==> config.mk <==
export PLATFORM = sky130hd
export DESIGN_NAME = region_bank_ctrl
export DESIGN_NICKNAME = d
export VERILOG_FILES = /design/src/rtl/region_pkg.sv /design/src/rtl/region_rd_pipe.sv /design/src/rtl/region_bank_ctrl.sv
export SDC_FILE = /design/constraint.sdc
export NUM_CORES = 1
export LEC_CHECK = 0
export BUFFER_PORTS_ARGS = -buffer_cell sky130_fd_sc_hd__buf_2
export CAP_MARGIN = 20
export CORE_MARGIN = 2
export CORE_UTILIZATION = 40
export DETAILED_ROUTE_END_ITERATION = 10
export HOLD_SLACK_MARGIN = 0.03
export PLACE_DENSITY_LB_ADDON = 0.3
export SETUP_SLACK_MARGIN = 0.5
export SLEW_MARGIN = 40
export SYNTH_ARGS = -nofsm -noshare
export SYNTH_HDL_FRONTEND = slang
export SYNTH_HIERARCHICAL = 1
export SYNTH_SLANG_ARGS = --single-unit
==> constraint.sdc <==
create_clock -name clk -period 1.9 [get_ports clk]
set_input_delay 0 -clock clk [delete_from_list [all_inputs] [get_ports clk]]
set_output_delay 0 -clock clk [all_outputs]
set_load 0.05 [all_outputs]
==> src/rtl/region_pkg.sv <==
// Shared constants, FSM encoding and address check for the region boundary bank controller.
package region_pkg;
  localparam int NPOINTS = 812;
  localparam int AW = 10;
  localparam int DW = 18;
  localparam logic [15:0] DISABLED_DIST = 16'hFFFF;
  localparam logic [DW-1:0] FILL_VALUE = {2'b00, DISABLED_DIST};

  typedef enum logic [1:0] {
    ST_INIT  = 2'd0,
    ST_IDLE  = 2'd1,
    ST_ARMED = 2'd2,
    ST_SWAP  = 2'd3
  } state_t;

  // Region 3 does not exist; addresses past the last point are unbacked.
  function automatic logic addr_ok(input logic [1:0] region, input logic [AW-1:0] addr);
    return (region != 2'd3) && (addr < AW'(NPOINTS));
  endfunction
endpackage

==> src/rtl/region_rd_pipe.sv <==
// Host readback return path: carries valid/region/override for RD_LAT cycles and
// selects the matching region's RAM output (or the fill word for illegal requests).
module region_rd_pipe
  import region_pkg::*;
#(
  parameter int RD_LAT = 2
) (
  input  logic          clk,
  input  logic          rst,
  input  logic          i_vld,
  input  logic [1:0]    i_region,
  input  logic          i_ovr,
  input  logic [DW-1:0] i_rddata0,
  input  logic [DW-1:0] i_rddata1,
  input  logic [DW-1:0] i_rddata2,
  output logic          o_vld,
  output logic [DW-1:0] o_data
);
  logic [RD_LAT-1:0] r_vld_p;
  logic [RD_LAT-1:0] r_ovr_p;
  logic [1:0]        r_region_p [RD_LAT];
  logic [DW-1:0]     w_sel;

  always_ff @(posedge clk) begin
    if (rst) begin
      r_vld_p <= '0;
    end else begin
      r_vld_p[0] <= i_vld;
      for (int i = 1; i < RD_LAT; i++) r_vld_p[i] <= r_vld_p[i-1];
    end
  end

  always_ff @(posedge clk) begin
    r_ovr_p[0]    <= i_ovr;
    r_region_p[0] <= i_region;
    for (int i = 1; i < RD_LAT; i++) begin
      r_ovr_p[i]    <= r_ovr_p[i-1];
      r_region_p[i] <= r_region_p[i-1];
    end
  end

  always_comb begin
    w_sel = FILL_VALUE;
    case (r_region_p[RD_LAT-1])
      2'd0:    w_sel = i_rddata0;
      2'd1:    w_sel = i_rddata1;
      2'd2:    w_sel = i_rddata2;
      default: w_sel = FILL_VALUE;
    endcase
  end

  assign o_vld  = r_vld_p[RD_LAT-1];
  assign o_data = !o_vld ? '0 : (r_ovr_p[RD_LAT-1] ? FILL_VALUE : w_sel);
endmodule

==> src/rtl/region_bank_ctrl.sv <==
// Double-buffered inner/middle/outer boundary RAM controller with scan-safe bank swap
// and comparator-priority read arbitration. Define REGION_INIT_EN to fill the RAMs after reset.
module region_bank_ctrl
  import region_pkg::*;
#(
  parameter int RD_LAT = 2
) (
  input  logic          clk,
  input  logic          rst,
  input  logic          cycle_enable,
  input  logic          cfg_wr_en,
  input  logic [1:0]    cfg_wr_region,
  input  logic [AW-1:0] cfg_wr_addr,
  input  logic [DW-1:0] cfg_wr_data,
  output logic          cfg_wr_ready,
  input  logic          cfg_commit,
  input  logic          cfg_err_clr,
  output logic          cfg_err,
  output logic          swap_pending,
  output logic          active_bank,
  output logic [7:0]    swap_cnt,
  output logic          init_done,
  input  logic          cmp_rden,
  input  logic [AW-1:0] cmp_rdaddr,
  input  logic          hst_rd_req,
  input  logic          hst_rd_shadow,
  input  logic [1:0]    hst_rd_region,
  input  logic [AW-1:0] hst_rd_addr,
  output logic          hst_rd_ack,
  output logic          hst_rd_valid,
  output logic [DW-1:0] hst_rd_data,
  output logic [2:0]    ram_wren,
  output logic [AW:0]   ram_wraddr,
  output logic [DW-1:0] ram_wrdata,
  output logic          ram_rden,
  output logic [AW:0]   ram_rdaddr,
  input  logic [DW-1:0] ram_rddata0,
  input  logic [DW-1:0] ram_rddata1,
  input  logic [DW-1:0] ram_rddata2
);
  state_t        r_state;
  logic          r_active_bank, r_pending, r_init_done, r_err;
  logic          r_ce_q, r_fall;
  logic [7:0]    r_swap_cnt;
  logic [2:0]    r_wren;
  logic [AW:0]   r_wraddr;
  logic [DW-1:0] r_wrdata;
`ifdef REGION_INIT_EN
  logic [AW-1:0] r_init_addr;
  logic          r_init_bank;
`endif

  logic w_wr_ready, w_wr_acc, w_wr_ok, w_swap_cond, w_hst_ok;

  assign w_wr_ready  = (r_state == ST_IDLE) && r_init_done;
  assign w_wr_acc    = cfg_wr_en && w_wr_ready;
  assign w_wr_ok     = addr_ok(cfg_wr_region, cfg_wr_addr);
  // Swap either one cycle after the scan ends, or immediately if the scanner is already idle.
  assign w_swap_cond = r_fall || (!cycle_enable && !r_ce_q);
  assign w_hst_ok    = addr_ok(hst_rd_region, hst_rd_addr);

  always_ff @(posedge clk) begin
    if (rst) begin
`ifdef REGION_INIT_EN
      r_state     <= ST_INIT;
      r_init_addr <= '0;
      r_init_bank <= 1'b0;
`else
      r_state     <= ST_IDLE;
`endif
      r_active_bank <= 1'b0;
      r_pending     <= 1'b0;
      r_init_done   <= 1'b0;
      r_err         <= 1'b0;
      r_ce_q        <= 1'b0;
      r_fall        <= 1'b0;
      r_swap_cnt    <= '0;
      r_wren        <= '0;
      r_wraddr      <= '0;
      r_wrdata      <= '0;
    end else begin
      r_ce_q <= cycle_enable;
      r_fall <= r_ce_q && !cycle_enable;
      r_wren <= '0;
      if (w_wr_acc) begin
        r_wraddr <= {~r_active_bank, cfg_wr_addr};
        r_wrdata <= cfg_wr_data;
        if (w_wr_ok) r_wren <= 3'b001 << cfg_wr_region;
      end
      if (w_wr_acc && !w_wr_ok) r_err <= 1'b1;
      else if (cfg_err_clr)     r_err <= 1'b0;
`ifndef REGION_INIT_EN
      r_init_done <= 1'b1;
`endif
      case (r_state)
`ifdef REGION_INIT_EN
        ST_INIT: begin
          r_wren   <= 3'b111;
          r_wraddr <= {r_init_bank, r_init_addr};
          r_wrdata <= FILL_VALUE;
          if (r_init_addr == AW'(NPOINTS - 1)) begin
            r_init_addr <= '0;
            r_init_bank <= 1'b1;
            if (r_init_bank) begin
              r_state     <= ST_IDLE;
              r_init_done <= 1'b1;
            end
          end else begin
            r_init_addr <= r_init_addr + 1'b1;
          end
        end
`endif
        ST_IDLE: begin
          if (cfg_commit) begin
            r_state   <= ST_ARMED;
            r_pending <= 1'b1;
          end
        end
        ST_ARMED: begin
          if (w_swap_cond) begin
            r_state       <= ST_SWAP;
            r_active_bank <= ~r_active_bank;
            r_swap_cnt    <= r_swap_cnt + 8'd1;
          end
        end
        ST_SWAP: begin
          r_state   <= ST_IDLE;
          r_pending <= 1'b0;
        end
        default: r_state <= ST_IDLE;
      endcase
    end
  end

  // Comparator owns the read port whenever it asks; host takes the idle slots.
  always_comb begin
    ram_rden   = 1'b0;
    ram_rdaddr = '0;
    hst_rd_ack = 1'b0;
    if (cmp_rden) begin
      ram_rden   = 1'b1;
      ram_rdaddr = {r_active_bank, cmp_rdaddr};
    end else if (hst_rd_req && r_init_done) begin
      hst_rd_ack = 1'b1;
      ram_rden   = w_hst_ok;
      ram_rdaddr = {r_active_bank ^ hst_rd_shadow, hst_rd_addr};
    end
  end

  region_rd_pipe #(.RD_LAT(RD_LAT)) u_rd_pipe (
    .clk       (clk),
    .rst       (rst),
    .i_vld     (hst_rd_ack),
    .i_region  (hst_rd_region),
    .i_ovr     (!w_hst_ok),
    .i_rddata0 (ram_rddata0),
    .i_rddata1 (ram_rddata1),
    .i_rddata2 (ram_rddata2),
    .o_vld     (hst_rd_valid),
    .o_data    (hst_rd_data)
  );

  assign cfg_wr_ready = w_wr_ready;
  assign cfg_err      = r_err;
  assign swap_pending = r_pending;
  assign active_bank  = r_active_bank;
  assign swap_cnt     = r_swap_cnt;
  assign init_done    = r_init_done;
  assign ram_wren     = r_wren;
  assign ram_wraddr   = r_wraddr;
  assign ram_wrdata   = r_wrdata;
endmodule

==> metrics.md <==
| Metric | Value |
|---|---|
| Critical path buffer and inverter count | 1 |
| Worst path max stage delay | about 0.5 ns |
| Clock latency of the later-clocked register in the worst-skew pair | between 0.3 and 0.4 ns |
| Internal | between 1500 and 2000 uW |
| Critical-path top delay cell | or3b_4 |
| Chip Height | between 80 and 90 um |
| Leakage component of the power | between 0.002 and 0.0025 uW |
| Initial DRC count | just over 90 |
| Synthesized netlist net count | roughly 430 |
| DIE WIDTH | around 85 um |
| Setup violation total in the final timing report | 0 |
| Area inside the core boundary | between 6000 and 7000 um^2 |
| Largest area contributor in the netlist | dfxtp_1 |
| DRC violations left | 0 |
| Number of H-tree levels | 2 |
| Clk pwr share | 0.222 |
| Root Buffer | clkbuf_8 |
| Port Buffers | roughly 190 |
| Synth Cell Area | about 2600 um^2 |
| Total length of routed wires | between 9 and 10 mm |
| Post-route fraction of the period consumed by the critical path | 0.8473 |
| Floorplan row count | 29 |
| Unrepaired setup endpoints after global routing | yes |
| Overall track demand over capacity in global routing | 0.2464 |
| Total congestion overflow | 0 |
| Effective utilization at floorplan | 0.4132 |
| Worst ir drop on vdd | 0.5290 mV |
| Top delay family on crit path | simple AND/OR/NAND/NOR gates |
| Sequential share of power | 0.426 |
| Fraction of final layout cells with drive strength greater than 1 | 0.5445 |
| Combinational Power Share | 0.352 |
| Net load switching power | 1085 uW |
| Power Total | slightly above 3000 uW |
| Number of nets with antenna violations after detailed routing | 0 |
| Slew Viols, Final | 0 |
| Number of storage elements in the synthesis netlist | 56 |
| Overall die area | 7184 um^2 |
| Vias post-DR | around 3200 |
| Final number of hold-violating endpoints | 0 |
| Yosys warning total | 6 |
| Detailed-route wire length per cell | 15.84 um |
| Tightest slew margin relative to the limit | 0.7420 |
| CTS tree | yes |
| Register clock-pin slew on the reported worst setup and hold paths | approximately 0.1 ns |
| Worst Path Class, Setup | flip-flop to primary output |
| Synth-to-Final Area Change | 86.67% |
| Wire length of the first global-routing pass | ~14 mm |
| Number of global-route vias before repair | 3027 |
| Critical Path Source Type | flip-flop |
| Fraction of power spent switching nets | 0.3564 |
| Shortest clock period the worst path allows after layout | roughly 1.6 ns |
| Global placer's final weighted congestion | 0.8273 |
| Clk sinks | between 50 and 60 |
| Cell breakdown of the critical path | or3b_4, o21ai_4, a21oi_4, buf_4 |
| Seq/Total Area, Yosys | 0.4297 |
| Largest clock skew in the final design | around 0.012 ns |
| Average vias per placed instance | 5.102 |
| Buffer depth of the longest clock path | 2 |
| Fraction of synthesized cell area taken by the top area cell type | 0.4297 |
| Detailed-placement wirelength estimate | ~6.4 mm |
| Iteration count of the initial detailed-routing pass | 5 |
| Number of ports placed on the die boundary | between 150 and 200 |
| Final hold slack | 0.1526 ns |
| TritonCTS Buffers | 5 |
| Maximum Capacitance Violations | 0 |
| Crit path arrival time | around 1.6 ns |
| Crit Path Max Fanout | 8 |
| Area contributors post-synth | dfxtp_1 (43%), nand2_1 (9.8%), a21oi_1 (9.6%) |
| Setup TNS | 0 ns |
| Maximum number of pins on one net before global-route repair | 37 |
| Number of distinct library cells after synthesis | 36 |
| Status | completed |
| Actual transition at the worst max-transition pin | 0.3822 ns |
| Final-stage net count | between 600 and 700 |
| Highest clock rate | ~620 MHz |
| Type of destination of the critical path | primary output |
| Cells after synthesis | around 310 |
| Antenna violations before repair | 1 |
| Required time worst endpoint | approximately 1.9 ns |
| Power density normalized to cell area | between 600 and 700 nW/um^2 |
| Class of the most critical hold timing path | input pin to flip-flop |
| Mapped Avg Cell Area | about 8.3 um^2 |
-- power groups by stage --
stage / registers (uW) / logic [uW] / clock network [uW]
2_1_floorplan: 1490 / 401 / 0
3_3_place_gp: 1320 / 833 / 0
3_5_place_dp: 1320 / 849 / 0
4_1_cts: 1290 / 995 / 688
5_1_grt: 1310 / 1130 / 730
6_report: 1300 / 1070 / 675
-- flip-flops by register name, indices dropped and copies added (netlist names), 2 cells and up --
signal,count
u_rd_pipe/r_region_p,4
ram_wren,3
swap_cnt,8
u_rd_pipe/r_vld_p,2
ram_wraddr,11
r_state,2
u_rd_pipe/r_ovr_p,2
ram_wrdata,18
-- synth_stat cells --
cell,instances
xnor2_1,3
buf_2,7
o21ai_2,1
clkbuf_8,2
o311ai_0,1
clkbuf_1,8
a21o_1,1
buf_6,1
a21boi_0,1
and3_1,2
nand2_1,68
o21bai_4,1
nor3_1,2
and2_1,1
a41o_1,1
o21ba_2,1
nand3_4,1
inv_1,4
nor2b_1,7
or3b_4,1
nor2_1,16
nor4_4,1
dfxtp_1,56
o21ai_1,10
nand3_1,4
mux2i_1,16
ha_1,4
a22o_1,11
o21ai_0,12
nand2b_1,3
a211oi_1,7
xor2_1,4
or3_1,1
nor3b_1,3
and3_4,1
a21oi_1,50
-- path summary, 6_finish.rpt --
path	from	to	slack [ns]	depth (start not counted)
worst max-delay path	u_rd_pipe/r_region_p[0][2]	hst_rd_data[12]	0.29	4
worst max register to register	r_state[0]	swap_cnt[7]	0.53	6
worst min register to register	u_rd_pipe/r_region_p[0][0]	u_rd_pipe/r_region_p[0][2]	0.33	0
worst min-delay path	cfg_wr_en	cfg_err	0.15	4
-- layout by cell type (no fill, tap or decap), types with 3 or more instances in the layout --
cell type / Yosys / layout
dlygate4sd3_1: 0 / 38
clkbuf_8: 2 / 6
a21oi_4: 0 / 10
dfxtp_1: 56 / 44
nand3_1: 4 / 3
xnor2_1: 3 / 3
mux2i_2: 0 / 4
a211oi_2: 0 / 3
a21oi_1: 50 / 34
nor2_1: 16 / 13
buf_4: 0 / 13
nor2b_1: 7 / 5
a21oi_2: 0 / 6
dfxtp_2: 0 / 8
a22o_2: 0 / 9
o21ai_4: 0 / 10
xor2_1: 4 / 4
o21ai_0: 12 / 4
mux2i_1: 16 / 12
dfxtp_4: 0 / 4
inv_1: 4 / 3
buf_6: 1 / 28
buf_2: 7 / 162
buf_12: 0 / 3
o21ai_2: 1 / 7
nand2_1: 68 / 68
-- cell families (layout without fill, tap and decap cells) --
kind of cell,Yosys count,count (layout),synth area share
AND/OR/NAND/NOR,111,112,0.1981
AO/OA/AOI/OAI,97,97,0.2225
flip-flops,56,56,0.4297
buffers and inverters,22,259,0.04556
multiplexers,16,16,0.06139
XOR/XNOR,7,7,0.02350
adder cells (fa/ha/maj),4,4,0.01919
other,0,1,0
-- worst reg2reg max path, cell delays in order, from the launching register on --
cell     delay, ns
dfxtp_2       0.36
inv_2         0.08
ha_4          0.17
and3_4        0.21
nand3_4       0.07
or3_1         0.31
a21oi_1       0.12
-- per-layer routing --
metal	GRT usage	vias up	wire [um]
li1	-	1555	-
met1	0.2671	1511	3772
met2	0.4631	120	5380
met3	0.05113	23	510
met4	0.09812	0	301
met5	0	-	0
-- layout make-up --
| type | instances | area, um^2 |
|---|---|---|
| multi-input combinational | 236 | 1804 |
| fill | 442 | 1444 |
| antenna | 1 | 2.502 |
| clock inverter | 1 | 7.507 |
| timing repair buffer | 247 | 1712 |
| tap | 77 | 96.34 |
| clock buffer | 7 | 86.33 |
| sequential | 56 | 1146 |
| inverter | 4 | 15.01 |
-- through the flow --
stage / instance area [um^2] / setup slack [ns] / instances / utilization
after floorplan: 2796 / 0.3665 / 313 / -
after global placement: 3809 / 0.4208 / 570 / 0.6033
final: 4870 / 0.2902 / 629 / 0.7713
after CTS: 4674 / 0.3035 / 623 / 0.7404
after global routing: 4870 / 0.2440 / 629 / 0.7713
after detailed placement: 3809 / 0.3696 / 570 / 0.6033
-- what timing repair did --
| item | CTS | global route |
|---|---|---|
| hold buffers | 38 | 0 |
| hold endpoints to repair | 38 | 0 |
| pin swaps | 9 | 14 |
| resized for setup | 97 | 32 |
| buffers inserted | 5 | 4 |
| cloned | 2 | 1 |
| endpoints found under the setup margin | 43 | 38 |
No activity file was read; power rests on OpenSTA's default activity.
